## config.mk

```make
export PLATFORM = sky130hd
export DESIGN_NAME = gate_op_scheduler
export DESIGN_NICKNAME = d
export VERILOG_FILES = /design/src/rtl/gate_sched_pkg.sv /design/src/rtl/gate_alu.sv /design/src/rtl/gate_op_scheduler.sv
export SDC_FILE = /design/constraint.sdc
export NUM_CORES = 1
export LEC_CHECK = 0
export ABC_AREA = 1
export BUFFER_PORTS_ARGS = -buffer_cell sky130_fd_sc_hd__buf_4
export CELL_PAD_IN_SITES_DETAIL_PLACEMENT = 1
export CELL_PAD_IN_SITES_GLOBAL_PLACEMENT = 1
export CORE_ASPECT_RATIO = 0.75
export CORE_MARGIN = 1
export CORE_UTILIZATION = 34
export CTS_CLUSTER_DIAMETER = 30
export DETAILED_ROUTE_END_ITERATION = 8
export PLACE_DENSITY = 0.82
export REMOVE_ABC_BUFFERS = 1
export SLEW_MARGIN = 10
export SYNTH_ARGS = -nofsm -noshare
export SYNTH_HDL_FRONTEND = slang
export SYNTH_SLANG_ARGS = --single-unit
```

## constraint.sdc

```tcl
create_clock -name clk -period 2.75 [get_ports clk]
set_clock_uncertainty 0.15 [all_clocks]
set_input_delay 0.55 -clock clk [delete_from_list [all_inputs] [get_ports clk]]
set_output_delay 0.55 -clock clk [all_outputs]
set_load 0.03 [all_outputs]
```

## src/rtl/gate_sched_pkg.sv

```systemverilog
// Shared types and constants for the gate operation scheduler.
//   OP_W          : opcode width in bits
//   gate_op_e     : gate opcode encoding (OP_RSVD yields result 0)
//   sched_state_e : scheduler FSM states
package gate_sched_pkg;

    localparam int unsigned OP_W = 3;

    typedef enum logic [OP_W-1:0] {
        OP_AND  = 3'd0,
        OP_OR   = 3'd1,
        OP_NOT  = 3'd2,
        OP_NAND = 3'd3,
        OP_NOR  = 3'd4,
        OP_XOR  = 3'd5,
        OP_XNOR = 3'd6,
        OP_RSVD = 3'd7
    } gate_op_e;

    typedef enum logic [1:0] {
        IDLE,
        EXEC,
        RESP
    } sched_state_e;

endpackage

```

## src/rtl/gate_alu.sv

```systemverilog
// Combinational W-bit bitwise gate unit.
//   op      : gate opcode (gate_op_e)
//   a, b    : operands (b ignored for OP_NOT)
//   y       : result, 0 for the reserved opcode
//   illegal : high for the reserved opcode (only when GATE_SCHED_ERR_EN is defined)
module gate_alu
    import gate_sched_pkg::*;
#(
    parameter int unsigned DATA_W = 8
) (
    input  gate_op_e          op,
    input  logic [DATA_W-1:0] a,
    input  logic [DATA_W-1:0] b,
    output logic [DATA_W-1:0] y
`ifdef GATE_SCHED_ERR_EN
    ,
    output logic              illegal
`endif
);

    always_comb begin
        y = '0;
`ifdef GATE_SCHED_ERR_EN
        illegal = 1'b0;
`endif
        unique case (op)
            OP_AND:  y = a & b;
            OP_OR:   y = a | b;
            OP_NOT:  y = ~a;
            OP_NAND: y = ~(a & b);
            OP_NOR:  y = ~(a | b);
            OP_XOR:  y = a ^ b;
            OP_XNOR: y = ~(a ^ b);
            OP_RSVD: begin
                y = '0;
`ifdef GATE_SCHED_ERR_EN
                illegal = 1'b1;
`endif
            end
        endcase
    end

endmodule

```

## src/rtl/gate_op_scheduler.sv

```systemverilog
// Round-robin scheduler sharing one bitwise gate unit among NUM_REQ requesters.
// Optional feature macro: GATE_SCHED_ERR_EN (adds rsp_err for the reserved opcode).
//   clk, rst_n          : clock, asynchronous active-low reset
//   req_valid/req_ready : per-requester handshake (ready is one-hot or zero)
//   req_op/req_a/req_b  : per-requester packed payloads
//   rsp_valid/rsp_ready : response handshake with backpressure
//   rsp_id/rsp_data     : owner index and result
//   busy                : high outside IDLE
//   rsp_err             : reserved-opcode flag (GATE_SCHED_ERR_EN only)
module gate_op_scheduler
    import gate_sched_pkg::*;
#(
    parameter int unsigned NUM_REQ = 4,
    parameter int unsigned DATA_W  = 8,
    parameter int unsigned ID_W    = 2
) (
    input  logic                      clk,
    input  logic                      rst_n,
    input  logic [NUM_REQ-1:0]        req_valid,
    output logic [NUM_REQ-1:0]        req_ready,
    input  logic [OP_W*NUM_REQ-1:0]   req_op,
    input  logic [DATA_W*NUM_REQ-1:0] req_a,
    input  logic [DATA_W*NUM_REQ-1:0] req_b,
    output logic                      rsp_valid,
    input  logic                      rsp_ready,
    output logic [ID_W-1:0]           rsp_id,
    output logic [DATA_W-1:0]         rsp_data,
    output logic                      busy
`ifdef GATE_SCHED_ERR_EN
    ,
    output logic                      rsp_err
`endif
);

    sched_state_e      state_q;
    logic [ID_W-1:0]   rr_ptr_q;
    gate_op_e          op_q;
    logic [DATA_W-1:0] a_q;
    logic [DATA_W-1:0] b_q;
    logic [ID_W-1:0]   id_q;
    logic              rsp_valid_q;
    logic [ID_W-1:0]   rsp_id_q;
    logic [DATA_W-1:0] rsp_data_q;
    logic              busy_q;

    logic              grant_found;
    logic [ID_W-1:0]   grant_idx;
    logic [OP_W-1:0]   sel_op;
    logic [DATA_W-1:0] sel_a;
    logic [DATA_W-1:0] sel_b;
    logic [DATA_W-1:0] alu_y;

`ifdef GATE_SCHED_ERR_EN
    logic              alu_illegal;
    logic              rsp_err_q;
`endif

    // Two-pass priority search: indices at/above rr_ptr first, then wrap to the low ones.
    always_comb begin
        grant_found = 1'b0;
        grant_idx   = '0;
        for (int unsigned i = 0; i < NUM_REQ; i++) begin
            if (!grant_found && req_valid[i] && (ID_W'(i) >= rr_ptr_q)) begin
                grant_found = 1'b1;
                grant_idx   = ID_W'(i);
            end
        end
        for (int unsigned i = 0; i < NUM_REQ; i++) begin
            if (!grant_found && req_valid[i]) begin
                grant_found = 1'b1;
                grant_idx   = ID_W'(i);
            end
        end
    end

    // Payload mux for the granted requester.
    always_comb begin
        sel_op = '0;
        sel_a  = '0;
        sel_b  = '0;
        for (int unsigned i = 0; i < NUM_REQ; i++) begin
            if (ID_W'(i) == grant_idx) begin
                sel_op = req_op[i*OP_W +: OP_W];
                sel_a  = req_a[i*DATA_W +: DATA_W];
                sel_b  = req_b[i*DATA_W +: DATA_W];
            end
        end
    end

    // Ready is combinational so the handshake completes in the grant cycle; gated by
    // rst_n so it reads 0 while reset is held.
    always_comb begin
        req_ready = '0;
        if (rst_n && (state_q == IDLE) && grant_found) begin
            for (int unsigned i = 0; i < NUM_REQ; i++) begin
                if (ID_W'(i) == grant_idx) begin
                    req_ready[i] = 1'b1;
                end
            end
        end
    end

    gate_alu #(
        .DATA_W (DATA_W)
    ) u_gate_alu (
        .op      (op_q),
        .a       (a_q),
        .b       (b_q),
        .y       (alu_y)
`ifdef GATE_SCHED_ERR_EN
        ,
        .illegal (alu_illegal)
`endif
    );

    always_ff @(posedge clk or negedge rst_n) begin
        if (!rst_n) begin
            state_q     <= IDLE;
            rr_ptr_q    <= '0;
            op_q        <= OP_AND;
            a_q         <= '0;
            b_q         <= '0;
            id_q        <= '0;
            rsp_valid_q <= 1'b0;
            rsp_id_q    <= '0;
            rsp_data_q  <= '0;
            busy_q      <= 1'b0;
`ifdef GATE_SCHED_ERR_EN
            rsp_err_q   <= 1'b0;
`endif
        end else begin
            unique case (state_q)
                IDLE: begin
                    if (grant_found) begin
                        op_q     <= gate_op_e'(sel_op);
                        a_q      <= sel_a;
                        b_q      <= sel_b;
                        id_q     <= grant_idx;
                        rr_ptr_q <= (grant_idx == ID_W'(NUM_REQ - 1)) ? '0 : grant_idx + 1'b1;
                        busy_q   <= 1'b1;
                        state_q  <= EXEC;
                    end
                end
                EXEC: begin
                    rsp_data_q  <= alu_y;
                    rsp_id_q    <= id_q;
                    rsp_valid_q <= 1'b1;
`ifdef GATE_SCHED_ERR_EN
                    rsp_err_q   <= alu_illegal;
`endif
                    state_q     <= RESP;
                end
                RESP: begin
                    if (rsp_ready) begin
                        rsp_valid_q <= 1'b0;
`ifdef GATE_SCHED_ERR_EN
                        rsp_err_q   <= 1'b0;
`endif
                        busy_q      <= 1'b0;
                        state_q     <= IDLE;
                    end
                end
                default: state_q <= IDLE;
            endcase
        end
    end

    assign rsp_valid = rsp_valid_q;
    assign rsp_id    = rsp_id_q;
    assign rsp_data  = rsp_data_q;
    assign busy      = busy_q;
`ifdef GATE_SCHED_ERR_EN
    assign rsp_err   = rsp_err_q;
`endif

    // Requesters must hold valid until granted; withdrawing early is a protocol violation.
    for (genvar gi = 0; gi < NUM_REQ; gi++) begin : g_hold_chk
        a_req_hold: assert property (@(posedge clk) disable iff (!rst_n)
            (req_valid[gi] && !req_ready[gi]) |=> req_valid[gi]);
    end

    a_ready_onehot: assert property (@(posedge clk) disable iff (!rst_n) $onehot0(req_ready));

endmodule

```

# Word level (Yosys, flattened, before mapping)
# Index checks and enable logic that the tools add are counted.
[totals] inputBits=83 ff_bits=37 output_inout_bits=16 elab_cells=107
[op_classes] add_sub_neg=1 bitwise=7 n_eq_ne=15 mux=41 reduce_logical=29 magnitude_cmp=4
[ops] cell="two-way mux 8 bit" n=8
[ops] cell="one-hot mux 8 bit (8 select lines)" n=1
[ops] cell="inverter 8 bit" n=4
[ops] cell="two-way mux 2 bit" n=9
[ops] cell="two-way mux 1 bit" n=15
[ops] cell="logical AND 1 bit" n=13
[ops] cell="equality test 3 bit, second input constant" n=4
[ops] cell="two-way mux 3 bit" n=4
[ops] cell="AND 8 bit" n=1
[ops] cell="OR 8 bit" n=1
[ops] cell="bitwise XOR 8 bit" n=1
[ops] cell="zero test 1 bit" n=7
[ops] cell="equality test 3 x 2 -> 1 bit, second input constant" n=2
[ops] cell="one-hot mux 2 bit (3 select lines)" n=1
[ops] cell="AND reduction 2 bit" n=3
[ops] cell="equality test 2 bit, first input constant" n=2
[ops] cell="equality test 2 bit, second input constant" n=2
[ops] cell="greater-or-equal comparator 1 x 2 -> 1 bit, first input constant" n=2
[ops] cell="greater-or-equal comparator 2 bit, first input constant" n=2
[ops] cell="zero test 2 bit" n=2
[ops] cell="two-way mux 4 bit" n=1
[ops] cell="!= test 2 bit, second input constant" n=2
[ops] cell="one-hot mux 1 bit (2 select lines)" n=2
[ops] cell="nonzero test 2 bit" n=2
[ops] cell="6 further kinds" n=6

# Logic depth before layout (Yosys ltp)
[logic_depth] ltp_word=32 mapped_depth=17 mapped_depth_nobuf=16

# Hierarchy
# From an unflattened synthesis, not the netlist that was laid out.
[unflattened] cells_unflattened=465 area_unflattened_um2=2964.1
[by_module_without_submodules] mod="gate_op_scheduler" instances=1 cells_per_inst=317 area_per_inst_um2=2175.8
[by_module_without_submodules] mod="gate_alu" instances=1 cells_per_inst=148 area_per_inst_um2=788.3

# Worst setup path before layout
# OpenSTA, ideal clock, no wires.
[synth_path] path_type="input port to output port" start="input port req_valid[1]" end="output port req_ready[1]" arrival_ns=1.916 n_path_buf=1 stages=9 slack_ns=0.134 path_cell_list="nand2_1 nand2_1 nor2_4 nand3_1 nand2_1 ha_1 buf_2 inv_1 nor2_1"
[synth_between] elab_chain_len=26
[synth_lines] item="from (decl)" line="gate_op_scheduler.sv:19" rtl="input logic [NUM_REQ-1:0] req_valid,"
[synth_lines] item="logical AND 1 bit (2 in series)" line="gate_op_scheduler.sv:63" rtl="if (!grant_found && req_valid[i] && (ID_W'(i) >= rr_ptr_q)) begin"
[synth_lines] item="two-way mux 1 bit" line="gate_op_scheduler.sv:63"
[synth_lines] item="zero test 1 bit" line="gate_op_scheduler.sv:63"
[synth_lines] item="logical AND 1 bit (2 in series)" line="gate_op_scheduler.sv:63"
[synth_lines] item="two-way mux 1 bit" line="gate_op_scheduler.sv:63"
[synth_lines] item="zero test 1 bit" line="gate_op_scheduler.sv:63"
[synth_lines] item="logical AND 1 bit (2 in series)" line="gate_op_scheduler.sv:63"
[synth_lines] item="two-way mux 1 bit" line="gate_op_scheduler.sv:63"
[synth_lines] item="(+8 left out)"
[synth_lines] item="two-way mux 1 bit" line="gate_op_scheduler.sv:69" rtl="if (!grant_found && req_valid[i]) begin"
[synth_lines] item="zero test 1 bit" line="gate_op_scheduler.sv:69"
[synth_lines] item="logical AND 1 bit" line="gate_op_scheduler.sv:69"
[synth_lines] item="two-way mux 2 bit (*)" line="gate_op_scheduler.sv:69"
[synth_lines] item="net grant_idx[0]" line="gate_op_scheduler.sv:47" rtl="logic [ID_W-1:0] grant_idx;"
[synth_lines] item="equality test 1 x 2 -> 1 bit (*)" line="gate_op_scheduler.sv:96" rtl="if (ID_W'(i) == grant_idx) begin"
[synth_lines] item="two-way mux 1 bit (*)" line="gate_op_scheduler.sv:96"
[synth_lines] item="two-way mux 4 bit (*)" line="gate_op_scheduler.sv:94" rtl="if (rst_n && (state_q == IDLE) && grant_found) begin"
[synth_lines] item="to (decl)" line="gate_op_scheduler.sv:20" rtl="output logic [NUM_REQ-1:0] req_ready,"
# Mark *: on every way through the listed nets, which the timed path passes. The rest lies on a longest branch.

# Final worst setup path
[layout_path] start="register rr_ptr_q[1]" end="output port req_ready[0]"
[layout_between] elab_chain_len=30
[layout_lines] item="from (decl)" line="gate_op_scheduler.sv:36" rtl="logic [ID_W-1:0] rr_ptr_q;"
[layout_lines] item="from (signal assigned)" line="gate_op_scheduler.sv:139" rtl="rr_ptr_q <= (grant_idx == ID_W'(NUM_REQ - 1)) ? '0 : grant_idx + 1'b1;"
[layout_lines] item="greater-or-equal comparator 1 x 2 -> 1 bit" line="gate_op_scheduler.sv:63"
[layout_lines] item="logical AND 1 bit" line="gate_op_scheduler.sv:63"
[layout_lines] item="two-way mux 1 bit" line="gate_op_scheduler.sv:63"
[layout_lines] item="zero test 1 bit" line="gate_op_scheduler.sv:63"
[layout_lines] item="logical AND 1 bit (2 in series)" line="gate_op_scheduler.sv:63"
[layout_lines] item="two-way mux 1 bit" line="gate_op_scheduler.sv:63"
[layout_lines] item="zero test 1 bit" line="gate_op_scheduler.sv:63"
[layout_lines] item="logical AND 1 bit (2 in series)" line="gate_op_scheduler.sv:63"
[layout_lines] item="(+13 left out)"
[layout_lines] item="two-way mux 1 bit" line="gate_op_scheduler.sv:69"
[layout_lines] item="zero test 1 bit" line="gate_op_scheduler.sv:69"
[layout_lines] item="logical AND 1 bit" line="gate_op_scheduler.sv:69"
[layout_lines] item="two-way mux 2 bit (*)" line="gate_op_scheduler.sv:69"
[layout_lines] item="net grant_idx[0]" line="gate_op_scheduler.sv:47"
[layout_lines] item="zero test 2 bit (*)" line="gate_op_scheduler.sv:96"
[layout_lines] item="two-way mux 1 bit (*)" line="gate_op_scheduler.sv:96"
[layout_lines] item="two-way mux 4 bit (*)" line="gate_op_scheduler.sv:94"
# Marked as above.

==> results.toml <==
[die]
die_w_um = 108.6
initial_core_util_pct = 35.96
dieArea_um2 = 8900
coreArea_um2 = 8058
io-pin-count = 99
rows = 28
die_y_um = 81.95

[synthesis]
ys_ff_latch = 37
synth.yosys.seq_area_share_pct = 31.95
yosysTopAreaCellShare_pct = 31.95
yosysTopAreaCell = "dfrtp_1"
synthesis.area_um2 = 2898
syn_avg_cell_area_um2 = 6.411
yosysWarnings = 0
synth_cell_types = 23
synth.top_cells.by_area = "dfrtp_1 (32%), nand2_1 (24%), o21ai_0 (9.7%)"
syn-instance-count = 452

[worst_setup_path]
worstPathArrival_ns = 1.92
critical_path.top_delay_family = "simple AND/OR/NAND/NOR gates"
worstPathCellList = "nor2_1 > nand2_1 > nand2_1 > nor2_4 > nand3_2 > nand2_2 > inv_1 > ha_1 > inv_2 > nor2_1 > buf_4"
rrSetupSlack_ns = 0.28
crit_required_ns = 2.05
timing.rr.start = "rr_ptr_q[0]$_DFFE_PN0P_"
path_class = "flip-flop to primary output"
end_kind = "primary output"
timing.critical_path.fanout_max = 4
cp-start-kind = "flip-flop"
slowest_delay_ns = 0.39
reg2reg_depth = 17
cpMaxStageDelayCell = "dfrtp_1"
r2r_end = "b_q[5]$_DFFE_PN0P_"
path_buf_inv = 3

[global_routing]
first_global_vias = 3248
grt_max_degree = 39
grt_pass1_wl_um = 15460
grt_antenna_before_repair = 0
track_usage_pct = 22.46
grt_overflow_total = 0

[detailed_routing]
antenna_left = 0
wl_per_cell_um = 14.08
drt_iter0_drc = 99
vias = 3205
vias_per_cell = 4.893
routed_wl_um = 9222
remaining_drc_errors = 0
dr.pass1.iters = 6

[clock_network]
hold_buffers = 0
root_buffer = "clkbuf_16"
clk_path_buf_depth = 2
tritoncts = "done"
cts-htree-levels = 2
clk_pin_slew_ns = 0.06
ctsResizeCount = 0
clock_latency_ns = 0.28
cts_setup_buffers = 0
cts_made_buffers = 5
cts_num_sinks = 37

[layout]
layout-area-overhead-vs-synth_pct = 35.62
seqCellArea_um2 = 925.9
multi_input_area_um2 = 1690
fillers = 1103
antennaDiodeCount = 0
drive_above_1_share_pct = 23.27
final_net_count = 652

[timing]
finalSetupViolations = 0
fin_crit_sh_pct = 95.29
slew_headroom_pct = 61.52
tightestPinTransition_ns = 0.5728
max_freq_ghz = 0.3816
setup_ws_ns = 0.1296
maxSlewViolCount = 0
finalHoldViolCount = 0
min_period_ns = 2.620
hold_slack_ns = 0.1780
rsz0062_at_grt = "true"

[place]
dp_slack_ns = 0.02544
gp_congestion = 0.8504
portBuffers = 98
place_hpwl_um = 7241

[power]
ir_drop_uv = 441.3
leakage_nw = 2.145
powerDensity_nw_per_um2 = 1095
power_mw = 4.305

[outcome]
status = "finished clean"

[run]
drv_cap = 0

[worst_hold_path]
hold_class = "input pin to async pin"
-- registers in the layout (all words and copies together), names as in the netlist --
register / flops
rsp_id: 2
id_q: 2
state_q: 2
rsp_valid: 1
rr_ptr_q: 2
b_q: 8
a_q: 8
busy: 1
op_q: 3
rsp_data: 8
-- cell families after synthesis --
logic type      count (synthesis)  share of synthesized area [%]
simple gates                  239                          33.64
buf+inv                        66                          10.06
flops                          37                          31.95
fa+ha+maj                      20                          8.636
compound gates                 90                          15.72
-- metrics by stage --
stage               instances  setup TNS [ns]  utilization (%)  instance area, um2
finish                    655               0            48.77                3930
floorplan                 434         -0.4847                -                2789
detailed placement        647               0            46.46                3744
CTS                       655               0            48.65                3920
global placement          647               0            46.46                3744
global route              655       -0.003848            48.77                3930
-- power by group --
part	switching (mW)	internal [mW]	leakage, nW	total [mW]
Sequential	0.209	0.798	0.463	1.01
Clock	0.221	0.452	0.0831	0.674
Combinational	1.67	0.953	1.60	2.62
Total	2.10	2.20	2.15	4.30
-- cells in the final DEF, fill, tap and decap left out --
cell        instances
a21oi_1            20
buf_12              1
buf_4             107
bufinv_16           1
clkbuf_16           5
clkbuf_8            1
clkinvlp_4          1
dfrtp_1            37
ha_1               19
ha_2                1
inv_1              45
inv_2               2
inv_4               1
nand2_1           188
nand2_2             3
nand2_8             1
nand3_1             7
nand3_2             1
nand3_4             1
nor2_1             30
nor2_4              2
nor3_1              2
nor3b_1             4
o21ai_0            56
o21ai_1            10
o22ai_1             4
-- worst max-delay path by stage --
| stage | end | start | slack (ns) | cells after the start |
|---|---|---|---|---|
| after detailed placement | b_q[5]$_DFFE_PN0P_ | req_valid[0] | 0.03 | 16 |
| after floorplan | req_ready[3] | req_valid[1] | -0.28 | 8 |
| after global routing | req_ready[1] | rr_ptr_q[1]$_DFFE_PN0P_ | -0.004 | 11 |
| final | req_ready[0] | rr_ptr_q[1]$_DFFE_PN0P_ | 0.13 | 11 |
| after global placement | b_q[0]$_DFFE_PN0P_ | req_valid[1] | 0.14 | 15 |
| after CTS | req_ready[0] | rr_ptr_q[1]$_DFFE_PN0P_ | 0.03 | 11 |
-- synthesized netlist by cell type, drive strengths merged --
cell and count:
nand2 192, o21ai 66, inv 48, dfrtp 37, nor2 32, a21oi 20, ha 20, buf 12
nand3 9, clkbuf 6, nor3b 4, o22ai 4, nor3 2
-- worst register-to-register path, delay by kind of cell (launching register included) --
family | cells | cell delay, ns
simple gates | 11 | 1.00
flops | 1 | 0.40
buf+inv | 3 | 0.37
compound gates | 2 | 0.31
fa+ha+maj | 1 | 0.21
-- metal layers --
metal,wire length (um),track usage (%)
met1,4507,30.95
met2,4105,36.52
met3,502,3.889
met4,106,5.405
met5,0,0
-- final cells by class --
cell class	count	share of cell area [%]
flip-flops and latches	37	23.56
inverters	48	4.648
multi-input cells	349	43.01
well taps	105	3.343
clock inverters	2	0.9551
clock buffers	6	3.534
repair buffers	108	20.95
No activity file was read; power rests on OpenSTA's default activity.
